===== src/rtl/uart_tx_fifo.sv =====
// UART transmitter with an internal transmit FIFO and a run-time frame format
// (divisor, data length, parity, stop bits) latched at the start of every frame.
module uart_tx_fifo #(
    parameter int PAYLOAD_BITS = 8,
    parameter int FIFO_DEPTH   = 8,
    parameter int DIV_W        = 16
) (
    input  logic                               clk,
    input  logic                               tx_reset,
    input  logic                               in_valid,
    output logic                               in_ready,
    input  logic [PAYLOAD_BITS-1:0]            in_data,
    input  logic [DIV_W-1:0]                   cfg_baud_div,
    input  logic [$clog2(PAYLOAD_BITS+1)-1:0]  cfg_data_len,
    input  logic [1:0]                         cfg_parity,
    input  logic                               cfg_stop2,
    output logic [$clog2(FIFO_DEPTH+1)-1:0]    fifo_count,
    output logic                               tx_busy,
    output logic                               tx_done,
    output logic                               tx_serial
);

    localparam int LEN_W = $clog2(PAYLOAD_BITS + 1);
    localparam int CNT_W = $clog2(FIFO_DEPTH + 1);
    localparam int PTR_W = $clog2(FIFO_DEPTH);

    typedef enum logic [2:0] {
        S_IDLE   = 3'd0,
        S_START  = 3'd1,
        S_DATA   = 3'd2,
        S_PARITY = 3'd3,
        S_STOP   = 3'd4
    } state_t;

    logic [PAYLOAD_BITS-1:0] r_mem [FIFO_DEPTH];
    logic [PTR_W-1:0]        r_wr_ptr;
    logic [PTR_W-1:0]        r_rd_ptr;
    logic [CNT_W-1:0]        r_count;

    state_t                  r_state;
    logic [PAYLOAD_BITS-1:0] r_buf;
    logic [DIV_W-1:0]        r_div;
    logic [LEN_W-1:0]        r_len;
    logic                    r_par_en;
    logic                    r_par_bit;
    logic                    r_stop2;
    logic [DIV_W-1:0]        r_div_cnt;
    logic [LEN_W-1:0]        r_bit_idx;
    logic                    r_stop_idx;
    logic                    r_tx_serial;

    logic                    w_push;
    logic                    w_pop;
    logic                    w_done;
    logic                    w_bit_end;
    logic                    w_serial_next;
    logic                    w_head_par;
    logic [PAYLOAD_BITS-1:0] w_head;
    logic [PAYLOAD_BITS-1:0] w_mask;
    logic [PAYLOAD_BITS-1:0] w_shifted;
    logic [DIV_W-1:0]        w_div_eff;
    logic [LEN_W-1:0]        w_len_eff;
    state_t                  w_next_state;
    logic [DIV_W-1:0]        w_next_div_cnt;
    logic [LEN_W-1:0]        w_next_bit_idx;
    logic                    w_next_stop_idx;

    assign in_ready   = (r_count != CNT_W'(FIFO_DEPTH));
    assign fifo_count = r_count;
    assign w_push     = in_valid && in_ready;
    assign w_head     = r_mem[r_rd_ptr];
    assign tx_busy    = (r_state != S_IDLE);
    assign tx_done    = w_done && !tx_reset;
    assign tx_serial  = r_tx_serial;

    always_ff @(posedge clk) begin
        if (w_push) begin
            r_mem[r_wr_ptr] <= in_data;
        end
    end

    always_ff @(posedge clk) begin
        if (tx_reset) begin
            r_wr_ptr <= '0;
            r_rd_ptr <= '0;
            r_count  <= '0;
        end else begin
            if (w_push) begin
                r_wr_ptr <= r_wr_ptr + PTR_W'(1);
            end
            if (w_pop) begin
                r_rd_ptr <= r_rd_ptr + PTR_W'(1);
            end
            case ({w_push, w_pop})
                2'b10:   r_count <= r_count + CNT_W'(1);
                2'b01:   r_count <= r_count - CNT_W'(1);
                default: r_count <= r_count;
            endcase
        end
    end

    // Clamp the requested format and precompute parity over only the LEN used bits.
    always_comb begin
        w_div_eff = (cfg_baud_div < DIV_W'(2)) ? DIV_W'(2) : cfg_baud_div;
        if (cfg_data_len < LEN_W'(5)) begin
            w_len_eff = LEN_W'(5);
        end else if (cfg_data_len > LEN_W'(PAYLOAD_BITS)) begin
            w_len_eff = LEN_W'(PAYLOAD_BITS);
        end else begin
            w_len_eff = cfg_data_len;
        end
        w_mask     = ~({PAYLOAD_BITS{1'b1}} << w_len_eff);
        w_head_par = ^(w_head & w_mask);
    end

    always_ff @(posedge clk) begin
        if (tx_reset) begin
            r_buf     <= '0;
            r_div     <= DIV_W'(2);
            r_len     <= LEN_W'(PAYLOAD_BITS);
            r_par_en  <= 1'b0;
            r_par_bit <= 1'b0;
            r_stop2   <= 1'b0;
        end else if (w_pop) begin
            r_buf     <= w_head;
            r_div     <= w_div_eff;
            r_len     <= w_len_eff;
            r_par_en  <= (cfg_parity == 2'b01) || (cfg_parity == 2'b10);
            r_par_bit <= w_head_par ^ (cfg_parity == 2'b10);
            r_stop2   <= cfg_stop2;
        end
    end

    assign w_bit_end = (r_div_cnt == r_div - DIV_W'(1));

    always_comb begin
        w_next_state    = r_state;
        w_next_div_cnt  = r_div_cnt + DIV_W'(1);
        w_next_bit_idx  = r_bit_idx;
        w_next_stop_idx = r_stop_idx;
        w_pop           = 1'b0;
        w_done          = 1'b0;
        case (r_state)
            S_IDLE: begin
                w_next_div_cnt = '0;
                if (r_count != '0) begin
                    w_pop        = 1'b1;
                    w_next_state = S_START;
                end
            end
            S_START: begin
                if (w_bit_end) begin
                    w_next_state   = S_DATA;
                    w_next_div_cnt = '0;
                    w_next_bit_idx = '0;
                end
            end
            S_DATA: begin
                if (w_bit_end) begin
                    w_next_div_cnt = '0;
                    if (r_bit_idx == r_len - LEN_W'(1)) begin
                        w_next_state    = r_par_en ? S_PARITY : S_STOP;
                        w_next_stop_idx = 1'b0;
                    end else begin
                        w_next_bit_idx = r_bit_idx + LEN_W'(1);
                    end
                end
            end
            S_PARITY: begin
                if (w_bit_end) begin
                    w_next_state    = S_STOP;
                    w_next_div_cnt  = '0;
                    w_next_stop_idx = 1'b0;
                end
            end
            S_STOP: begin
                if (w_bit_end) begin
                    w_next_div_cnt = '0;
                    if (r_stop_idx == r_stop2) begin
                        w_done       = 1'b1;
                        w_next_state = S_IDLE;
                    end else begin
                        w_next_stop_idx = 1'b1;
                    end
                end
            end
            default: begin
                w_next_state   = S_IDLE;
                w_next_div_cnt = '0;
            end
        endcase
    end

    // The line is registered from the next state so it changes on the same edge as the FSM.
    always_comb begin
        w_shifted     = r_buf >> w_next_bit_idx;
        w_serial_next = 1'b1;
        case (w_next_state)
            S_START:  w_serial_next = 1'b0;
            S_DATA:   w_serial_next = w_shifted[0];
            S_PARITY: w_serial_next = r_par_bit;
            default:  w_serial_next = 1'b1;
        endcase
    end

    always_ff @(posedge clk) begin
        if (tx_reset) begin
            r_state     <= S_IDLE;
            r_div_cnt   <= '0;
            r_bit_idx   <= '0;
            r_stop_idx  <= 1'b0;
            r_tx_serial <= 1'b1;
        end else begin
            r_state     <= w_next_state;
            r_div_cnt   <= w_next_div_cnt;
            r_bit_idx   <= w_next_bit_idx;
            r_stop_idx  <= w_next_stop_idx;
            r_tx_serial <= w_serial_next;
        end
    end

endmodule


===== config.mk =====
export PLATFORM = sky130hd
export DESIGN_NAME = uart_tx_fifo
export DESIGN_NICKNAME = d
export VERILOG_FILES = /design/src/rtl/uart_tx_fifo.sv
export SDC_FILE = /design/constraint.sdc
export NUM_CORES = 1
export LEC_CHECK = 0
export CAP_MARGIN = 20
export CORE_MARGIN = 8
export CORE_UTILIZATION = 30
export CTS_CLUSTER_DIAMETER = 100
export DETAILED_ROUTE_END_ITERATION = 16
export GPL_TIMING_DRIVEN = 0
export SLEW_MARGIN = 25
export SYNTH_ARGS = -nofsm -noshare
export SYNTH_HDL_FRONTEND = slang
export SYNTH_SLANG_ARGS = --single-unit

===== constraint.sdc =====
create_clock -name clk -period 3.9 [get_ports clk]
set_input_delay 0.585 -clock clk [delete_from_list [all_inputs] [get_ports clk]]
set_output_delay 0.585 -clock clk [all_outputs]
set_load 0.005 [all_outputs]

# Word-level counts from Yosys, hierarchy flattened
# Memory sizes are Yosys's and may differ from the RTL's. A register that Yosys moved wholly into a read port is not among the register bits.
# Cells that the tools add are included.
dict set report op_classes {
  add_sub_neg 8
  order_cmp 3
  n_mul 0
  div 0
  n_bitwise 4
  eq_ne 20
  n_shift 2
  mux 33
  reduce_logical 13
}
# operator count
set ops {}
lappend ops {{3-bit two-way mux} 10}
lappend ops {{4-bit two-way mux} 5}
lappend ops {{16-bit by 1-bit adder with 16-bit output, second input constant} 1}
lappend ops {{16-bit equality test} 1}
lappend ops {{16-bit by 2-bit less-than comparator with 1-bit output, second input constant} 1}
lappend ops {{16-bit two-way mux} 1}
lappend ops {{4-bit one-hot mux with 2 select lines} 2}
lappend ops {{16-bit by 1-bit subtractor with 16-bit output, second input constant} 1}
lappend ops {{3-bit one-hot mux with 5 select lines} 1}
lappend ops {{3-bit by 2-bit equality test with 1-bit output, second input constant} 4}
lappend ops {{1-bit two-way mux} 12}
lappend ops {{2-bit inequality test, second input constant} 5}
lappend ops {{4-bit by 1-bit adder with 4-bit output, second input constant} 2}
lappend ops {{8-bit bitwise AND} 1}
lappend ops {{8-bit NOT} 1}
lappend ops {{8-bit XOR reduction} 1}
lappend ops {{8-bit by 4-bit << shifter with 8-bit output, first input constant} 1}
lappend ops {{8-bit by 4-bit right shift with 1-bit output} 1}
lappend ops {{4-bit by 1-bit subtractor with 4-bit output, second input constant} 2}
lappend ops {{3-bit by 1-bit adder with 3-bit output, second input constant} 2}
lappend ops {{3-bit by 1-bit equality test with 1-bit output, second input constant} 2}
lappend ops {{1-bit one-hot mux with 3 select lines} 2}
lappend ops {{6-bit AND reduction} 1}
lappend ops {{3-bit nonzero test} 2}
lappend ops {{other kinds (18)} 21}
dict set report totals {
  elab_cells 98
  inputBits 34
  mem_bits_ro 0
  latchBits 0
  register_bits 66
  memories 1
  ramBits 64
}
# memory words word_bits rd rd_ports_with_merged_regs wr line
set mem_list {}
lappend mem_list {r_mem 8 8 1 1 1 35} ;# logic [PAYLOAD_BITS-1:0] r_mem [FIFO_DEPTH];

# Logic depth before layout (Yosys ltp)
# Gate-level depths: netlist (run 1).
dict set report depth {
  ltp_word 8
  ltp_mapped 14
  mapped_depth_nobuf 12
}

# Worst setup path before layout (run 1)
# No wires, ideal clock.
dict set report synth_timing {
  path_kind {reg2reg}
  from {register r_div[0]}
  to {register r_tx_serial (netlist: tx_serial)}
  synth_period_minus_slack_ns 2.927
  t_arrival_ns 2.797
  path_slack_ns 0.973
  required_time_ns 3.770
  stages_incl_launch_ff 13
  cell_sequence {dfxtp_1 inv_1 ha_1 clkbuf_1 nor4b_1 nand4b_1 xnor2_1 o2111ai_1 nor3_2 a2bb2oi_2 or4_1 a21oi_1 o31ai_1}
}
dict set report synth_via {
  elab_chain_len 6
  word_cells_on_any_way 15
}
# element line
set synth_lines {}
lappend synth_lines {{start, declared} 42} ;# logic [DIV_W-1:0] r_div;
lappend synth_lines {{start signal, assigned} 126} ;# r_div <= w_div_eff;
lappend synth_lines {{16-bit by 1-bit subtractor with 16-bit output (*)} 134} ;# assign w_bit_end = (r_div_cnt == r_div - DIV_W'(1));
lappend synth_lines {{16-bit equality test (*)} 134}
lappend synth_lines {{4-bit two-way mux (tied with other cells)} 159} ;# if (w_bit_end) begin
lappend synth_lines {{4-bit one-hot mux with 2 select lines or 3-bit one-hot mux with 5 select lines (tied branches)} 143} ;# case (r_state)
lappend synth_lines {{8-bit by 4-bit right shift with 1-bit output (tied with other cells)} 196} ;# w_shifted = r_buf >> w_next_bit_idx;
lappend synth_lines {{1-bit one-hot mux with 3 select lines (*)} 198} ;# case (w_next_state)
lappend synth_lines {{end signal, assigned} 218} ;# r_tx_serial <= w_serial_next;
lappend synth_lines {{end, declared} 50} ;# logic r_tx_serial;
# Every way passes the cells marked *; elsewhere a longest branch is shown, timed or not.
# A chain may end at the register's enable or synchronous reset.

# Final worst setup path (run 1)
dict set report layout_timing {
  from {register r_div[3]}
  to {output tx_done}
}
dict set report layout_via {
  elab_chain_len 5
}
# element line
set layout_lines {}
lappend layout_lines {{16-bit by 1-bit subtractor with 16-bit output} 134}
lappend layout_lines {{16-bit equality test} 134}
lappend layout_lines {{1-bit two-way mux} 177} ;# if (w_bit_end) begin
lappend layout_lines {{1-bit two-way mux} 143}
lappend layout_lines {{1-bit logical AND} 73} ;# assign tx_done = w_done && !tx_reset;
lappend layout_lines {{end, declared} 19} ;# output logic tx_done,
# No other way between the ends.

==> impl_metrics.tcl, run 1 <==
set metrics [dict create \
    status "complete, no violations" \
    synth-edff-count 64 \
    end_kind "primary output" \
    clk_latency_ns 0.42 \
    vdd_ir_drop_max_uv 465 \
    initial_utilization 0.305 \
    cts_max_path_buffers 2 \
    die_h_um 162 \
    required_ns 3.31 \
    avgSynthCellArea_um2 10.6 \
    wire_per_inst_um 16.4 \
    fin_skew_ns 0.00834 \
    firstDrtPassIters 5 \
    yosys-top-cells-area "edfxtp_1 (30%), dfxtp_1 (22%), mux4_2 (5.6%), xnor2_1 (3.8%), nand2_1 (3.8%)" \
    fin_setup_tns_ns 0 \
    io_pins 42 \
    synthArstFlopShare 0 \
    rows 53 \
    period_share 0.962 \
    setup_viol 0 \
    synth_common_cells "dfxtp_1 (69), nand2_1 (65), edfxtp_1 (64), nor2_1 (60), a21oi_1 (42)" \
    place_congestion 0.842 \
    crit_fanout 10 \
    drt_iter0_drc 274 \
    routed-via-count 4755 \
    die_w_um 162 \
    drive_above_1_share 0.129 \
    synthToLayoutAreaGrowth_pct 23.1 \
    diodes 0 \
    postRouteAntennaNets 0 \
    timing.slew.headroom 0.352 \
    placed_area_um2 7240 \
    seq_area_frac_synth 0.514 \
    cts.sinks 133 \
    slew_violations 0 \
    place_hpwl_um 11500 \
    syn_nets 651 \
    grt.overflow.total 0 \
    crit_family "simple AND/OR/NAND/NOR gates" \
    cts_tree "yes" \
    die_area_um2 26300 \
    fin_nets 715 \
    cts-htree-levels 4 \
    hp-class "flop to flop" \
    grt_max_degree 17 \
    hold_viol_final 0 \
    cp_cell_sequence "nor4_4, buf_6, nand3_1, xor2_1, a21oi_1, o2111a_2, nand3_4, nor4_1, clkdlybuf4s50_1" \
    utilization 0.376 \
    grt.total_usage 0.125 \
    p_leak_nw 2.73 \
    ys_warn_count 0 \
    cp.arrival_ns 3.17 \
    pre_cts_slack_ns -0.0147 \
    crit_path_top_delay_cell "clkdlybuf4s50_1" \
    drc 0 \
    synthDistinctLibCells 65 \
    vias_per_cell 4.96 \
    design_area_um2 7900 \
    worst_path_largest_cell_delay_ns 0.58 \
    setup_slack_ns 0.149 \
    rsz0062_at_grt "no" \
    cp-start-kind "flop" \
    synth_seq_cells 133 \
    root_buffer "clkbuf_16" \
    cts_buffers 17 \
    netlist_instances 606 \
    core_um2 21000 \
    drt-total-wl_um 15700 \
    maxCapViolations 0 \
    synth_flop_cell "dfxtp_1" \
    synthesis.area_um2 6420 \
    grt_antenna_before_repair 0 \
    yosysTopAreaCellShare 0.299 \
    crit_buf_inv 2 \
    yosysMostFrequentCell "dfxtp_1" \
    io_buffers 41 \
    grt_pass1_vias 4724 \
    path_class "flop to primary output" \
    grt_pass1_wl_um 25600 \
    max_freq_ghz 0.267 \
    tightest_slew_ns 0.968 \
    post-route-min-period_ns 3.75 \
    synth_top_cell_by_area "edfxtp_1" \
    clk_pin_slew_ns 0.06 \
    p_per_area_nw_per_um2 726 \
]
[per-stage QoR]
step / instances / hold WS, ns / power, mW
CTS: 959 / 0.465 / 5.75
finish: 958 / 0.461 / 5.73
global route: 958 / 0.477 / 6.12
detailed placement: 927 / 0.455 / 4.09
floorplan: 606 / 0.435 / 3.46
global placement: 922 / 0.449 / 4.05
[area by class of cell]
class	instances	area [µm²]
Buffer	28	119
Sequential cell	133	3300
Clock buffer	17	425
Clock inverter	15	166
Inverter	22	82.6
Multi-Input combinational cell	418	2980
Tap cell	275	344
Fill cell	2081	13100
Timing Repair Buffer	50	478
[flip-flops by register name, summed over array words and instances (netlist names), named ones only]
name        flops
r_len           4
r_par_bit       1
r_div_cnt      16
r_wr_ptr        3
tx_serial       1
fifo_count      4
r_rd_ptr        3
r_stop_idx      1
r_mem          64
r_stop2         1
r_div          16
r_buf           8
r_par_en        1
r_state         3
r_bit_idx       4
[logic make-up after synthesis]
family | count (synthesis) | synth area share
and+or+nand+nor | 216 | 0.168
DFF | 133 | 0.514
AOI/OAI and AO/OA | 106 | 0.108
buffers and inverters | 55 | 0.0337
xor gates and xnor gates | 54 | 0.0737
muxes | 31 | 0.0801
adders and majority gates | 11 | 0.0226
[layout by cell type, fill, tap and decap left out, drive strengths merged, types with 3 or more instances in the layout]
cell type / Yosys / layout
dfxtp: 69 / 69
nand2: 65 / 65
edfxtp: 64 / 64
nor2: 60 / 60
a21oi: 42 / 42
clkdlybuf4s50: 0 / 41
clkbuf: 25 / 38
inv: 21 / 29
xnor2: 28 / 28
xor2: 26 / 26
nand3: 19 / 19
mux4: 16 / 16
a211oi: 16 / 16
buf: 8 / 16
o21ai: 14 / 14
nor3: 14 / 14
mux2i: 12 / 12
and3: 11 / 11
ha: 10 / 10
nor4: 10 / 10
nand2b: 7 / 7
nand4: 5 / 5
clkinv: 1 / 5
and2: 4 / 4
o31ai: 4 / 4
a31oi: 3 / 3
or4: 3 / 3
mux2: 3 / 3
o2111ai: 3 / 3
a21o: 3 / 3
nand3b: 3 / 3
and4: 3 / 3
nor4b: 3 / 3
[per-layer routing]
metal	global-route usage	wire [µm]	part of all wire	vias to the layer above
met3	0.0326	678	0.043	20
met1	0.158	7280	0.46	2305
li1	-	-	-	2335
met4	0.0434	235	0.015	0
met2	0.202	7550	0.48	95
met5	0	0	0	-
[final timing paths]
kind         slack (ns)       start  cells after the start             to
max                0.15    r_div[3]                      9        tx_done
min                0.46    r_len[3]                      2       r_len[3]
max reg2reg        0.37  r_state[2]                     12  fifo_count[3]
min reg2reg        0.46    r_len[3]                      2       r_len[3]
[power breakdown]
part           internal, mW  total (mW)  switching (mW)
sequential             1.70        1.92           0.219
combinational         0.948        2.24            1.29
clock                 0.907        1.58           0.676
[worst reg2reg max path, stage by stage, from the launching register on]
cell and delay [ns]:
dfxtp_1 0.54, clkinv_1 0.33, nand2_1 0.26, a21o_1 0.34, inv_2 0.19, buf_1 0.32, ha_1 0.33, ha_1 0.28
a21o_1 0.17, a21oi_1 0.17, xnor2_1 0.09, or3_1 0.31, a21oi_1 0.14
[timing repair]
| item | in CTS | in global routing |
|---|---|---|
| hold buffers | 0 | 0 |
| buffers inserted | 1 | 3 |
| pin swaps | 3 | 4 |
| cloned | 0 | 0 |
| setup endpoints to repair | 1 | 2 |
| resized for setup | 10 | 7 |
Note: power is estimated with default switching activity, not from simulation.
==> inputs of run 2 (changes only) <==
--- a/config.mk
+++ b/config.mk
@@ -11,6 +11,7 @@
 export CTS_CLUSTER_DIAMETER = 100
 export DETAILED_ROUTE_END_ITERATION = 16
 export GPL_TIMING_DRIVEN = 0
+export SETUP_SLACK_MARGIN = 0.02
 export SLEW_MARGIN = 25
 export SYNTH_ARGS = -nofsm -noshare
 export SYNTH_HDL_FRONTEND = slang
==> run 2 against run 1 <==
  * Clock skew hardly changed
  * Largest cell class unchanged
  * Via count up 0.36%
  * Non-clock buffer count unchanged
  * Sequential cell count unchanged
  * Core utilization about the same
  * Critical path type unchanged
  * First-iteration DRC count up 0.73%
  * Register-to-register slack better by 0.02 ns
  * Global-route usage stayed put
  * Total power hardly changed
==> impl_metrics.tcl, run 2 (synthesis results as in run 1) <==
set metrics [dict create \
    utilization 0.376 \
    drt_iter0_drc 276 \
    routed-via-count 4772 \
    rr_endpoint "fifo_count[3]" \
    layout_common_cells "dfxtp_1 (66), nand2_1 (65), edfxtp_1 (64)" \
    die_area_um2 26300 \
    setup_viol 0 \
    fillers 2079 \
    holdPathEnd "r_len[3]" \
    vias_per_cell 4.98 \
    seqCellArea_um2 3310 \
    cp-start-kind "flop" \
    worstHoldStart "r_len[3]" \
    initial_utilization 0.305 \
    hold_viol_final 0 \
    r2r-start "r_state[2]" \
    cts_buffers 17 \
    fin_skew_ns 0.00820 \
    reg2reg_depth 12 \
    firstDrtPassIters 5 \
    hp-class "flop to flop" \
    clk_pin_slew_ns 0.06 \
    grt_max_degree 17 \
    die_h_um 162 \
    stdcell_count 958 \
    place_congestion 0.842 \
    postRouteAntennaNets 0 \
    regMostFlops "r_mem" \
    max_freq_ghz 0.267 \
    rrSetupSlack_ns 0.39 \
    rsz0062_at_grt "no" \
    cts.sinks 133 \
    wire_per_inst_um 16.4 \
    post-route-min-period_ns 3.74 \
    placed_area_um2 7240 \
    end_kind "primary output" \
    status "complete, no violations" \
    grt_pass1_vias 4724 \
    drive_above_1_share 0.133 \
    grt_antenna_before_repair 0 \
    multiInputGateArea_um2 2990 \
    grt_pass1_wl_um 25600 \
    grt.total_usage 0.125 \
    layout_commonest_cell "dfxtp_1" \
    design_area_um2 7910 \
    path_class "flop to primary output" \
    rows 53 \
    core_um2 21000 \
    drt-total-wl_um 15700 \
    slew_violations 0 \
    cts_tree "yes" \
    diodes 0 \
    clk_latency_ns 0.42 \
    whs_path_depth 2 \
    fin_nets 715 \
    cts_max_path_buffers 2 \
    io_buffers 41 \
    synthToLayoutAreaGrowth_pct 23.1 \
    p_leak_nw 2.73 \
    die_w_um 162 \
    fin_setup_tns_ns 0 \
    root_buffer "clkbuf_16" \
    crit_fanout 10 \
    post-place-cells 927 \
    p_per_area_nw_per_um2 726 \
    grt.overflow.total 0 \
    maxCapViolations 0 \
    place_hpwl_um 11500 \
    io_pins 42 \
    largestRegisters "r_mem: 64 flops, r_div: 16 flops, r_div_cnt: 16 flops" \
    timing.slew.headroom 0.352 \
    cp.arrival_ns 3.15 \
    drc 0 \
    cts-htree-levels 4 \
    vdd_ir_drop_max_uv 465 \
    largest_reg_flops 64 \
    required_ns 3.31 \
    tightest_slew_ns 0.968 \
    period_share 0.959 \
]
-- run 2: final cells by class --
cell class,instances,share of cell area
Clock inverter,15,0.0210
Clock buffer,17,0.0538
Timing Repair Buffer,50,0.0604
Multi-Input combinational cell,418,0.378
Sequential cell,133,0.418
Inverter,22,0.0104
Tap cell,275,0.0435
Buffer,28,0.0150
-- run 2: routing by layer --
| metal | up-vias | track usage | part of all wire |
|---|---|---|---|
| met2 | 109 | 0.202 | 0.48 |
| met5 | - | 0 | 0 |
| met3 | 20 | 0.0326 | 0.046 |
| li1 | 2333 | - | - |
| met4 | 0 | 0.0434 | 0.015 |
| met1 | 2310 | 0.158 | 0.46 |
-- run 2: worst max path at each step --
stage	cells past startpoint	to	slack, ns	from
2_1_floorplan	12	tx_serial	0.97	r_div[0]
5_1_grt	9	tx_done	0.02	r_div[0]
3_3_place_gp	11	tx_done	-0.03	r_div[0]
6_report	9	tx_done	0.16	r_div[3]
4_1_cts	14	fifo_count[3]	0.02	r_state[2]
3_5_place_dp	11	tx_done	-0.01	r_div[0]
-- run 2: power by group --
part | switching, mW | internal [mW]
Sequential | 0.220 | 1.70
Clock | 0.676 | 0.907
Combinational | 1.29 | 0.950
-- run 2: worst max-delay path, stage by stage, from the launching register on --
cell	delay [ns]
dfxtp_1	0.37
nor4_4	0.37
buf_6	0.19
nand3_1	0.11
xor2_1	0.18
a21oi_1	0.23
o2111a_2	0.26
nand3_4	0.15
nor4_1	0.30
clkdlybuf4s50_1	0.58
-- run 2: repair_timing --
item,CTS,global route
hold buffers,0,0
gates cloned,0,0
buffers inserted,1,3
setup endpoints to repair,1,2
pin swaps,3,4
resized for setup,10,10
-- run 2: through the flow --
step	hold slack, ns	worst slack (ns)	power [mW]
6_report	0.461	0.160	5.74
3_5_place_dp	0.455	-0.0147	4.09
2_1_floorplan	0.435	0.973	3.46
5_1_grt	0.477	0.0157	6.12
4_1_cts	0.465	0.0214	5.75
3_3_place_gp	0.449	-0.0340	4.05
